**config.mk**
```make
export PLATFORM = sky130hd
export DESIGN_NAME = if_fetch_flat
export DESIGN_NICKNAME = d
export VERILOG_FILES = /design/src/rtl/cpu_pkg.sv /design/src/rtl/if_fetch_if.sv /design/src/rtl/fetch_fifo.sv /design/src/rtl/if_fetch.sv /design/src/flat_wrapper.sv
export SDC_FILE = /design/constraint.sdc
export NUM_CORES = 1
export LEC_CHECK = 0
export ABC_AREA = 1
export BUFFER_PORTS_ARGS = -buffer_cell sky130_fd_sc_hd__buf_4
export CAP_MARGIN = 30
export CORE_MARGIN = 5
export CORE_UTILIZATION = 50
export DETAILED_ROUTE_END_ITERATION = 10
export GPL_ROUTABILITY_DRIVEN = 0
export PLACE_DENSITY = 0.73
export SLEW_MARGIN = 5
export SYNTH_ARGS = -nofsm -noshare
export SYNTH_HDL_FRONTEND = slang
export SYNTH_SLANG_ARGS = --single-unit
```
**constraint.sdc**
```tcl
create_clock -name clk -period 5 [get_ports clk]
set_input_delay 1 -clock clk [delete_from_list [all_inputs] [get_ports clk]]
set_output_delay 1 -clock clk [all_outputs]
set_load 0.05 [all_outputs]
```
**src/rtl/cpu_pkg.sv**
```systemverilog
// cpu_pkg: shared definitions for the mini_cpu pipeline.
//   XLEN             - datapath / address width
//   PC_STEP          - fetch address increment per instruction
//   RESET_PC_DEFAULT - default first fetch address after reset
//   NOP_INSTR        - canonical NOP (addi x0, x0, 0) for IF/ID consumers
//   fetch_entry_t    - {pc, instr} pair carried through the fetch buffer
//   align_word()     - forces an address onto a word boundary
package cpu_pkg;

    localparam int unsigned     XLEN             = 32;
    localparam logic [XLEN-1:0] PC_STEP          = 32'd4;
    localparam logic [XLEN-1:0] RESET_PC_DEFAULT = 32'h0000_0000;
    localparam logic [XLEN-1:0] NOP_INSTR        = 32'h0000_0013;

    typedef struct packed {
        logic [XLEN-1:0] pc;
        logic [XLEN-1:0] instr;
    } fetch_entry_t;

    function automatic logic [XLEN-1:0] align_word(input logic [XLEN-1:0] addr);
        return {addr[XLEN-1:2], 2'b00};
    endfunction

endpackage

```
**src/rtl/if_fetch_if.sv**
```systemverilog
// if_fetch_if: instruction-memory request/response bus.
//   req    - fetch request valid (master -> slave)
//   addr   - word-aligned fetch address (master -> slave)
//   gnt    - request accepted this cycle (slave -> master)
//   rvalid - read data valid, in request order (slave -> master)
//   rdata  - instruction word (slave -> master)
interface if_fetch_if;
    import cpu_pkg::*;

    logic            req;
    logic [XLEN-1:0] addr;
    logic            gnt;
    logic            rvalid;
    logic [XLEN-1:0] rdata;

    modport master (
        output req,
        output addr,
        input  gnt,
        input  rvalid,
        input  rdata
    );

    modport slave (
        input  req,
        input  addr,
        output gnt,
        output rvalid,
        output rdata
    );

endinterface

```
**src/rtl/fetch_fifo.sv**
```systemverilog
// fetch_fifo: 2-entry synchronous FIFO holding {pc, instr} fetch results.
//   clk, reset - clock and asynchronous active-low reset
//   push       - write push_data at the tail
//   push_data  - {pc, instr} payload
//   pop        - drop the head entry
//   clear      - empty the FIFO (takes priority over push/pop)
//   head       - head entry, zero when empty
//   empty/full - occupancy flags
//   count      - number of valid entries (0..2)
module fetch_fifo
    import cpu_pkg::*;
(
    input  logic         clk,
    input  logic         reset,
    input  logic         push,
    input  fetch_entry_t push_data,
    input  logic         pop,
    input  logic         clear,
    output fetch_entry_t head,
    output logic         empty,
    output logic         full,
    output logic [1:0]   count
);

    fetch_entry_t [1:0] mem_q;
    logic               rd_ptr_q;
    logic               wr_ptr_q;
    logic [1:0]         count_q;
    logic               do_push;
    logic               do_pop;

    assign empty = (count_q == 2'd0);
    assign full  = (count_q == 2'd2);
    assign count = count_q;
    assign head  = empty ? '0 : mem_q[rd_ptr_q];

    // A push into a full FIFO is accepted only when the head leaves the same cycle.
    assign do_pop  = pop && !empty;
    assign do_push = push && (!full || do_pop);

    always_ff @(posedge clk or negedge reset) begin
        if (!reset) begin
            mem_q    <= '0;
            rd_ptr_q <= 1'b0;
            wr_ptr_q <= 1'b0;
            count_q  <= 2'd0;
        end else if (clear) begin
            rd_ptr_q <= 1'b0;
            wr_ptr_q <= 1'b0;
            count_q  <= 2'd0;
        end else begin
            if (do_push) begin
                mem_q[wr_ptr_q] <= push_data;
                wr_ptr_q        <= ~wr_ptr_q;
            end
            if (do_pop) begin
                rd_ptr_q <= ~rd_ptr_q;
            end
            count_q <= count_q + {1'b0, do_push} - {1'b0, do_pop};
        end
    end

endmodule

```
**src/rtl/if_fetch.sv**
```systemverilog
// if_fetch: instruction fetch unit, producing end of the IF/ID register.
//   RESET_PC    - first fetch address after reset
//   clk, reset  - clock and asynchronous active-low reset
//   imem        - instruction memory req/gnt/rvalid bus (master side)
//   redirect    - taken branch/jump from EX; flushes and refetches from redirect_pc
//   redirect_pc - redirect target, low two bits ignored
//   stall       - IF/ID holds; nothing is handed over this cycle
//   out_instr   - instruction to IF/ID (zero when nothing buffered)
//   out_pc      - PC of out_instr (zero when nothing buffered)
//   out_valid   - hand-over strobe; the buffered head is consumed when high
//   out_flush   - IF/ID flush, high in the redirect cycle
module if_fetch
    import cpu_pkg::*;
#(
    parameter logic [XLEN-1:0] RESET_PC = RESET_PC_DEFAULT
) (
    input  logic              clk,
    input  logic              reset,
    if_fetch_if.master        imem,
    input  logic              redirect,
    input  logic [XLEN-1:0]   redirect_pc,
    input  logic              stall,
    output logic [XLEN-1:0]   out_instr,
    output logic [XLEN-1:0]   out_pc,
    output logic              out_valid,
    output logic              out_flush
);

    logic [XLEN-1:0]       pc_fetch_q, pc_fetch_d;
    logic [1:0]            outstanding_q, outstanding_d;
    logic [1:0]            kill_cnt_q, kill_cnt_d;
    // PCs of granted requests awaiting rvalid; entry 0 is the oldest.
    logic [1:0][XLEN-1:0]  inflight_q, inflight_d;

    fetch_entry_t fifo_head;
    fetch_entry_t fifo_push_data;
    logic         fifo_empty;
    logic         fifo_full;
    logic [1:0]   fifo_count;
    logic         fifo_push;
    logic         fifo_pop;
    logic         resp_live;
    logic [2:0]   slots_used;
    logic [1:0]   inflight_slot;

    fetch_fifo u_fetch_fifo (
        .clk       (clk),
        .reset     (reset),
        .push      (fifo_push),
        .push_data (fifo_push_data),
        .pop       (fifo_pop),
        .clear     (redirect),
        .head      (fifo_head),
        .empty     (fifo_empty),
        .full      (fifo_full),
        .count     (fifo_count)
    );

    assign out_valid = !fifo_empty && !stall && !redirect;
    assign fifo_pop  = out_valid;
    assign out_instr = fifo_head.instr;
    assign out_pc    = fifo_head.pc;
    // Gated by reset so the flush strobe reads 0 while reset is held.
    assign out_flush = redirect && reset;

    // Requests in flight plus buffered entries may not exceed the two buffer
    // slots; a head leaving this cycle frees its slot, which keeps the
    // pipeline at one instruction per cycle.
    assign slots_used = {1'b0, outstanding_q} + {1'b0, fifo_count} - {2'b00, fifo_pop};
    assign imem.req   = reset && !redirect && (slots_used < 3'd2);
    assign imem.addr  = pc_fetch_q;

    // Responses to requests issued before a redirect are dropped.
    assign resp_live      = imem.rvalid && (kill_cnt_q == 2'd0) && !redirect;
    assign fifo_push      = resp_live && (!fifo_full || fifo_pop);
    assign fifo_push_data = '{pc: inflight_q[0], instr: imem.rdata};

    always_comb begin
        outstanding_d = outstanding_q + {1'b0, imem.gnt} - {1'b0, imem.rvalid};

        kill_cnt_d = kill_cnt_q;
        if (redirect) begin
            // Everything still in flight after this cycle, including a
            // same-cycle grant, belongs to the old path.
            kill_cnt_d = outstanding_d;
        end else if (imem.rvalid && (kill_cnt_q != 2'd0)) begin
            kill_cnt_d = kill_cnt_q - 2'd1;
        end

        pc_fetch_d = pc_fetch_q;
        if (redirect) begin
            pc_fetch_d = align_word(redirect_pc);
        end else if (imem.gnt) begin
            pc_fetch_d = pc_fetch_q + PC_STEP;
        end

        inflight_d    = inflight_q;
        inflight_slot = outstanding_q - {1'b0, imem.rvalid};
        if (imem.rvalid) begin
            inflight_d[0] = inflight_q[1];
        end
        if (imem.gnt) begin
            if (inflight_slot == 2'd0) begin
                inflight_d[0] = pc_fetch_q;
            end else begin
                inflight_d[1] = pc_fetch_q;
            end
        end
    end

    always_ff @(posedge clk or negedge reset) begin
        if (!reset) begin
            pc_fetch_q    <= RESET_PC;
            outstanding_q <= 2'd0;
            kill_cnt_q    <= 2'd0;
            inflight_q    <= '0;
        end else begin
            pc_fetch_q    <= pc_fetch_d;
            outstanding_q <= outstanding_d;
            kill_cnt_q    <= kill_cnt_d;
            inflight_q    <= inflight_d;
        end
    end

endmodule

```
**src/flat_wrapper.sv**
```systemverilog
// flat-port wrapper written by rule: the top's interface ports become plain ports
module if_fetch_flat import cpu_pkg::*;
#(
    parameter logic [XLEN-1:0] RESET_PC = RESET_PC_DEFAULT
)
  (clk, reset, redirect, redirect_pc, stall, out_instr, out_pc, out_valid, out_flush, imem_req, imem_addr, imem_gnt, imem_rvalid, imem_rdata);
  if_fetch_if imem_i ();
  input  logic clk;
  input  logic reset;
  input  logic redirect;
  input  logic [XLEN-1:0] redirect_pc;
  input  logic stall;
  output logic [XLEN-1:0] out_instr;
  output logic [XLEN-1:0] out_pc;
  output logic out_valid;
  output logic out_flush;
  output wire logic [$bits(imem_i.req)-1:0] imem_req;
  output wire logic [$bits(imem_i.addr)-1:0] imem_addr;
  input wire logic [$bits(imem_i.gnt)-1:0] imem_gnt;
  input wire logic [$bits(imem_i.rvalid)-1:0] imem_rvalid;
  input wire logic [$bits(imem_i.rdata)-1:0] imem_rdata;
  assign imem_req = imem_i.req;
  assign imem_addr = imem_i.addr;
  assign imem_i.gnt = imem_gnt;
  assign imem_i.rvalid = imem_rvalid;
  assign imem_i.rdata = imem_rdata;
  if_fetch #(.RESET_PC(RESET_PC)) u_core (.clk(clk), .reset(reset), .imem(imem_i), .redirect(redirect), .redirect_pc(redirect_pc), .stall(stall), .out_instr(out_instr), .out_pc(out_pc), .out_valid(out_valid), .out_flush(out_flush));
endmodule
```
==> impl_metrics.py, run 1 <==
metrics = {
    "routing": {
        "drt_drc_violations_left": 0,
        "drtPass1Iterations": 5,
        "ant_nets": 0,
        "wl_per_cell_um": 14.6,
        "drt_wl_total_um": 25800,
        "via_count": 9034,
        "via_per_inst": 5.13,
        "drt_iter0_markers": 727,
    },
    "synth": {
        "ys_seq_area_share_pct": 52.1,
        "synth_seq_cells": 228,
        "syn_area_sq_mm": 0.0110,
        "netlist-cell-type-count": 34,
        "synth_cells": 1338,
        "synth_warnings": 0,
        "avgSynthCellArea_sq_um": 8.19,
    },
    "timing": {
        "fin_skew_ns": 0.00496,
        "finalCriticalPeriod_ns": 3.81,
        "relSlewSlack_pct": 38.6,
        "fin_ws_ns": 1.19,
        "worstMarginPinSlew_ns": 0.919,
        "rsz0062_at_grt": "no",
        "finalHoldViolCount": 0,
        "drv_slew": 0,
        "finalCritPeriodShare_pct": 76.3,
        "tns_ns": 0,
        "setup_viol_count_final": 0,
        "max_freq_ghz": 0.262,
    },
    "worst_setup_path": {
        "crit_arrival_ns": 2.81,
        "crit_path_max_fanout": 5,
        "rr_endpoint": "u_core.u_fetch_fifo.mem_q[117]",
        "crit_slowest_cell": "fa_1",
        "start_kind": "input pin",
        "end_kind": "output pin",
        "crit_chain": "buf_4, nor2_2, nand2_2, inv_1, ha_1, or2_2, fa_1, nand3_1, nor2_1, buf_4",
        "reg2regPathDepth": 9,
        "reg2reg_slack_ns": 2.56,
        "cp_common_cell": "buf_4",
        "cpPeakStageDelay_ns": 0.48,
        "required_ns": 4.00,
        "r2r_start": "u_core.u_fetch_fifo.count[1]",
        "critical_path_class": "input pin to output pin",
    },
    "clock_network": {
        "clockBufferDepth": 3,
        "h-tree-depth": 1,
        "cts_tree": "built",
        "numCtsBuffers": 24,
        "clk_pin_slew_ns": 0.06,
        "cts_num_sinks": 228,
        "postCtsResizedCells": 0,
        "ctsHoldBuffers": 0,
        "clock_latency_ns": 0.51,
        "cts_setup_buffers": 0,
        "cts-root-buf": "clkbuf_16",
    },
    "floorplan": {
        "core_area_sq_mm": 0.0217,
        "die_area_sq_mm": 0.0250,
        "fp-row-count": 54,
        "start_util_pct": 50.5,
        "die-height_um": 158,
        "pin_count": 169,
        "die_x_um": 158,
    },
    "final_layout": {
        "drive_above_1_share_pct": 19.0,
        "antenna_cells": 0,
        "finalNonFillerCells": 1761,
        "seqCellArea_sq_mm": 0.00571,
        "syn2layout_area_growth_pct": 19.0,
        "n_fill_cell": 1964,
        "stdcell_area_sq_mm": 0.0130,
        "mostFrequentLayoutCells": "461 x nand2_1, 227 x dfrtp_1, 173 x buf_4",
        "finalNetCount": 1544,
        "final_common_cell": "nand2_1",
        "multiInputGateArea_sq_mm": 0.00437,
    },
    "grt": {
        "grt_pass1_vias": 8640,
        "grt_max_degree": 156,
        "antenna_found_initial": 0,
        "grt_usage_pct": 20.9,
        "grt_pass1_wl_um": 43300,
        "grt_overflow_total": 0,
    },
    "power_and_ir_drop": {
        "total_power_mw": 6.72,
        "peakVddDrop_uv": 304,
        "power.density_mw_per_mm2": 515,
        "p_leak_nw": 6.32,
    },
    "place": {
        "placed_cells": 1719,
        "pre_cts_ws_ns": 1.16,
        "placed_area_sq_mm": 0.0123,
        "post-dp-hpwl_um": 16900,
        "numPortBuffers": 164,
    },
    "outcome": {
        "status": "completed",
    },
    "min_path": {
        "hold_class": "input pin to asynchronous set/reset pin",
    },
    "run": {
        "drv_cap": 0,
    },
}
state kept, by name, indices dropped and copies added (netlist names):
register                      flops
u_core.outstanding_q              2
u_core.u_fetch_fifo.count         2
u_core.imem.addr                 30
u_core.u_fetch_fifo.wr_ptr_q      1
u_core.u_fetch_fifo.rd_ptr_q      1
u_core.u_fetch_fifo.mem_q       128
u_core.kill_cnt_q                 2
u_core.fifo_push_data            32
u_core.inflight_q                30
cell families (layout without fill, tap and decap cells):
family	count (synthesis)	in the layout	share of synthesized area, %
buffers and inverters	201	343	8.21
AOI/OAI and AO/OA	325	325	17.3
muxes	1	1	0.103
DFF	228	228	52.1
other	1	2	0.0342
adders and majority gates	9	9	1.10
and+or+nand+nor	563	563	20.3
xor gates and xnor gates	10	10	0.800
power by group:
part           internal (mW)  switching (mW)  leakage, nW
Combinational          0.718            1.36         2.99
Clock                   1.05           0.702        0.388
Sequential              2.54           0.354         2.94
Yosys cell counts (all sizes together):
| cell type | count | area (sq um) |
|---|---|---|
| nand2 | 465 | 1760 |
| dfrtp | 228 | 5710 |
| o21ai | 226 | 1320 |
| inv | 124 | 465 |
| a21oi | 67 | 335 |
| nor2 | 47 | 186 |
| nand3 | 44 | 230 |
| buf | 42 | 303 |
| clkbuf | 34 | 128 |
| a22oi | 21 | 158 |
| o211ai | 9 | 67.6 |
| ha | 8 | 100 |
| xor2 | 7 | 61.3 |
| nor3 | 3 | 26.3 |
| xnor2 | 3 | 26.3 |
| and2 | 2 | 12.5 |
| clkinv | 1 | 3.75 |
| conb | 1 | 3.75 |
| fa | 1 | 20.0 |
| mux2 | 1 | 11.3 |
| nand3b | 1 | 11.3 |
| o21bai | 1 | 7.51 |
| o221ai | 1 | 8.76 |
| or2 | 1 | 6.26 |
worst max path at each step:
stage                        start       end  slack (ns)  cells past startpoint
after detailed placement  redirect  imem_req        1.16                     10
after global routing      redirect  imem_req        1.00                     10
after global placement    redirect  imem_req        1.19                     10
after floorplan           redirect  imem_req        0.53                      9
final                     redirect  imem_req        1.19                     10
after CTS                 redirect  imem_req        1.16                     10
metal layers:
metal	up-vias	global-route usage (%)	wire length, um
met4	0	4.39	486
met5	-	0	0
met1	4192	31.9	12200
li1	4547	-	-
met3	35	3.17	1920
met2	260	31.8	11200
critical path, delay by kind of cell:
family	cells	cell delay, ns
AND/OR/NAND/NOR	5	0.69
buffers and inverters	3	0.41
adder cells (fa/ha/maj)	2	0.70
area by class of cell:
cell class,instances,share of cell area (%)
clock buffers,37,5.61
clock inverters,5,0.384
inverters,125,3.60
multi-input cells,910,33.5
flip-flops and latches,228,43.8
well taps,280,2.69
repair buffers,176,10.4
per-stage QoR:
stage | hold slack [ns] | util [%]
2_1_floorplan | 0.453 | -
3_3_place_gp | 0.465 | 56.5
3_5_place_dp | 0.467 | 56.5
4_1_cts | 0.472 | 60.1
5_1_grt | 0.494 | 60.1
6_report | 0.463 | 60.1
Power figures use the tool's default switching activity.
==> run 2, diff against run 1 <==
--- a/config.mk
+++ b/config.mk
@@ -5,7 +5,7 @@
 export SDC_FILE = /design/constraint.sdc
 export NUM_CORES = 1
 export LEC_CHECK = 0
-export ABC_AREA = 1
+export ABC_AREA = 0
 export BUFFER_PORTS_ARGS = -buffer_cell sky130_fd_sc_hd__buf_4
 export CAP_MARGIN = 30
 export CORE_MARGIN = 5
==> constraint.sdc (replaced) <==
create_clock -name clk -period 3.9 [get_ports clk]
set_input_delay 0.78 -clock clk [delete_from_list [all_inputs] [get_ports clk]]
set_output_delay 0.78 -clock clk [all_outputs]
set_load 0.05 [all_outputs]
==> run 2 against run 1 <==
Compared with the run above:
- clock skew rose by 0.0033 ns
- register-to-register slack lost 1.1 ns
- critical path depth down 2
- highest routed layer is now met5
==> impl_metrics.py, run 2 <==
metrics = {
    "outcome": {
        "status": "completed",
    },
    "clock_network": {
        "numCtsBuffers": 24,
        "cts_setup_buffers": 0,
        "postCtsResizedCells": 0,
        "clockBufferDepth": 3,
        "ctsHoldBuffers": 0,
        "clk_pin_slew_ns": 0.06,
        "cts-root-buf": "clkbuf_16",
        "cts_tree": "built",
        "clock_latency_ns": 0.50,
        "cts_num_sinks": 228,
        "h-tree-depth": 1,
    },
    "worst_setup_path": {
        "reg2reg_slack_ns": 1.49,
        "required_ns": 3.12,
        "reg2regPathDepth": 5,
        "critical_path_class": "flip-flop to output pin",
        "crit_arrival_ns": 2.54,
        "path_delay_family": "adder cells",
        "rr_endpoint": "u_core.imem.addr[30]",
        "crit_chain": "nor2_4, nor3_4, ha_1, nand2b_1, fa_1, nand2_1, nor3_4, buf_4",
        "crit_slowest_cell": "fa_1",
        "cpPeakStageDelay_ns": 0.48,
        "cp_common_cell": "nor3_4",
        "end_kind": "output pin",
        "critPathBufInv": 1,
        "crit_path_max_fanout": 4,
        "r2r_start": "u_core.imem.addr[2]",
        "start_kind": "flip-flop",
    },
    "timing": {
        "setup_viol_count_final": 0,
        "worstMarginPinSlew_ns": 0.873,
        "finalHoldViolCount": 0,
        "tns_ns": 0,
        "rsz0062_at_grt": "no",
        "drv_slew": 0,
        "fin_ws_ns": 0.584,
        "max_freq_ghz": 0.302,
        "fin_skew_ns": 0.00822,
        "finalCritPeriodShare_pct": 85.0,
        "relSlewSlack_pct": 41.8,
        "whs_ns": 0.217,
        "finalCriticalPeriod_ns": 3.32,
    },
    "grt": {
        "antenna_found_initial": 1,
        "grt_pass1_vias": 7374,
        "grt_pass1_wl_um": 38500,
        "grt_overflow_total": 0,
        "grt_usage_pct": 19.5,
        "grt_max_degree": 168,
    },
    "routing": {
        "drtPass1Iterations": 4,
        "wl_per_cell_um": 17.9,
        "route.met2.wl_um": 10900,
        "via_per_inst": 5.45,
        "via_count": 7074,
        "ant_nets": 0,
        "drt_wl_total_um": 23300,
        "drt_drc_violations_left": 0,
        "drt_iter0_markers": 329,
        "wl_met1_um": 10700,
        "highest_layer": "met5",
        "met3WireLength_um": 1360,
    },
    "power_and_ir_drop": {
        "pwr-share-clk_pct": 24.4,
        "p_sw_share_pct": 34.9,
        "p_leak_nw": 5.77,
        "peakVddDrop_uv": 378,
        "pwr-share-comb_pct": 34.9,
        "power.density_mw_per_mm2": 758,
        "p_seq_share_pct": 40.7,
        "total_power_mw": 9.73,
        "switchingPower_mw": 3.39,
        "p_int_mw": 6.33,
    },
    "final_layout": {
        "final_common_cell": "dfrtp_1",
        "antenna_cells": 0,
        "regMostFlops": "u_core.u_fetch_fifo.mem_q",
        "finalNonFillerCells": 1299,
        "final_util_pct": 62.8,
        "finalNetCount": 1092,
        "syn2layout_area_growth_pct": 22.9,
        "stdcell_area_sq_mm": 0.0128,
        "mostFrequentLayoutCells": "227 x dfrtp_1, 173 x buf_4, 158 x mux2_2",
        "largest_reg_flops": 128,
        "n_fill_cell": 1654,
        "drive_above_1_share_pct": 37.9,
    },
    "synth": {
        "synthFlopType": "dfrtp_1",
        "synth_seq_cells": 228,
        "yosysMostFrequentCell": "dfrtp_1",
        "avgSynthCellArea_sq_um": 12.1,
        "synth_cells": 863,
        "synth_edf_count": 0,
        "synth_common_cells": "228 x dfrtp_1, 158 x mux2_2, 115 x nor2_1, 95 x mux2i_1, 32 x a21oi_1",
        "yosysTopAreaCell": "dfrtp_1",
        "synth_warnings": 0,
        "syn_area_sq_mm": 0.0104,
        "post-synth-top-area-fraction_pct": 54.6,
        "synth_area_leaders": "dfrtp_1 55%, mux2_2 17%, mux2i_1 9.1%",
        "ys_seq_area_share_pct": 54.6,
        "synth_async_sr_flop_share_pct": 100,
        "netlist-cell-type-count": 44,
    },
    "floorplan": {
        "die-height_um": 155,
        "core_area_sq_mm": 0.0204,
        "die_x_um": 155,
        "die_area_sq_mm": 0.0239,
        "fp-row-count": 52,
        "pin_count": 169,
        "start_util_pct": 51.1,
    },
    "place": {
        "placed_area_sq_mm": 0.0120,
        "post-dp-hpwl_um": 15300,
        "placed_cells": 1257,
        "numPortBuffers": 164,
        "pre_cts_ws_ns": 0.625,
    },
    "run": {
        "drv_cap": 0,
    },
    "min_path": {
        "hold_class": "input pin to asynchronous set/reset pin",
    },
}
[run 2: cells by family (layout without fill, tap and decap cells)]
logic type	Yosys count	count (layout)	share of synthesized area [%]
mux	253	253	26.1
buf+inv	67	232	3.02
flops	228	228	54.6
other cells	1	2	0.0359
simple gates	204	204	9.14
xor+xnor	19	19	1.59
compound gates	82	82	4.31
fa+ha+maj	9	9	1.15
[run 2: how the worst max path moves through the flow]
stage	cells after the start	slack [ns]	endpoint	from
after global placement	8	0.64	imem_req	stall
after floorplan	8	0.01	imem_req	redirect
after global routing	8	0.38	imem_req	u_core.u_fetch_fifo.count[1]
after detailed placement	8	0.63	imem_req	stall
after CTS	8	0.55	imem_req	u_core.u_fetch_fifo.count[1]
final	8	0.58	imem_req	u_core.u_fetch_fifo.count[1]
[run 2: metal layers]
layer	global-route usage, %	up-vias
li1	-	3331
met1	27.7	3528
met2	31.7	177
met3	3.66	36
met4	4.12	2
met5	0	-
[run 2: power groups by stage]
stage / sequential, mW / combinational, mW / clock, mW
floorplan: 3.87 / 2.51 / 0
global placement: 3.98 / 3.29 / 0
detailed placement: 3.99 / 3.42 / 0
CTS: 3.96 / 3.44 / 2.43
global route: 4.08 / 3.71 / 2.54
finish: 3.96 / 3.39 / 2.37
[run 2: layout make-up]
type	count	area, sq um	area share [%]
clock buffer	36	757	5.90
clock inverter	6	83.8	0.653
inverter	11	41.3	0.322
multi-input combinational	569	4480	34.9
sequential	228	5710	44.5
tap	270	338	2.63
timing repair buffer	179	1420	11.1
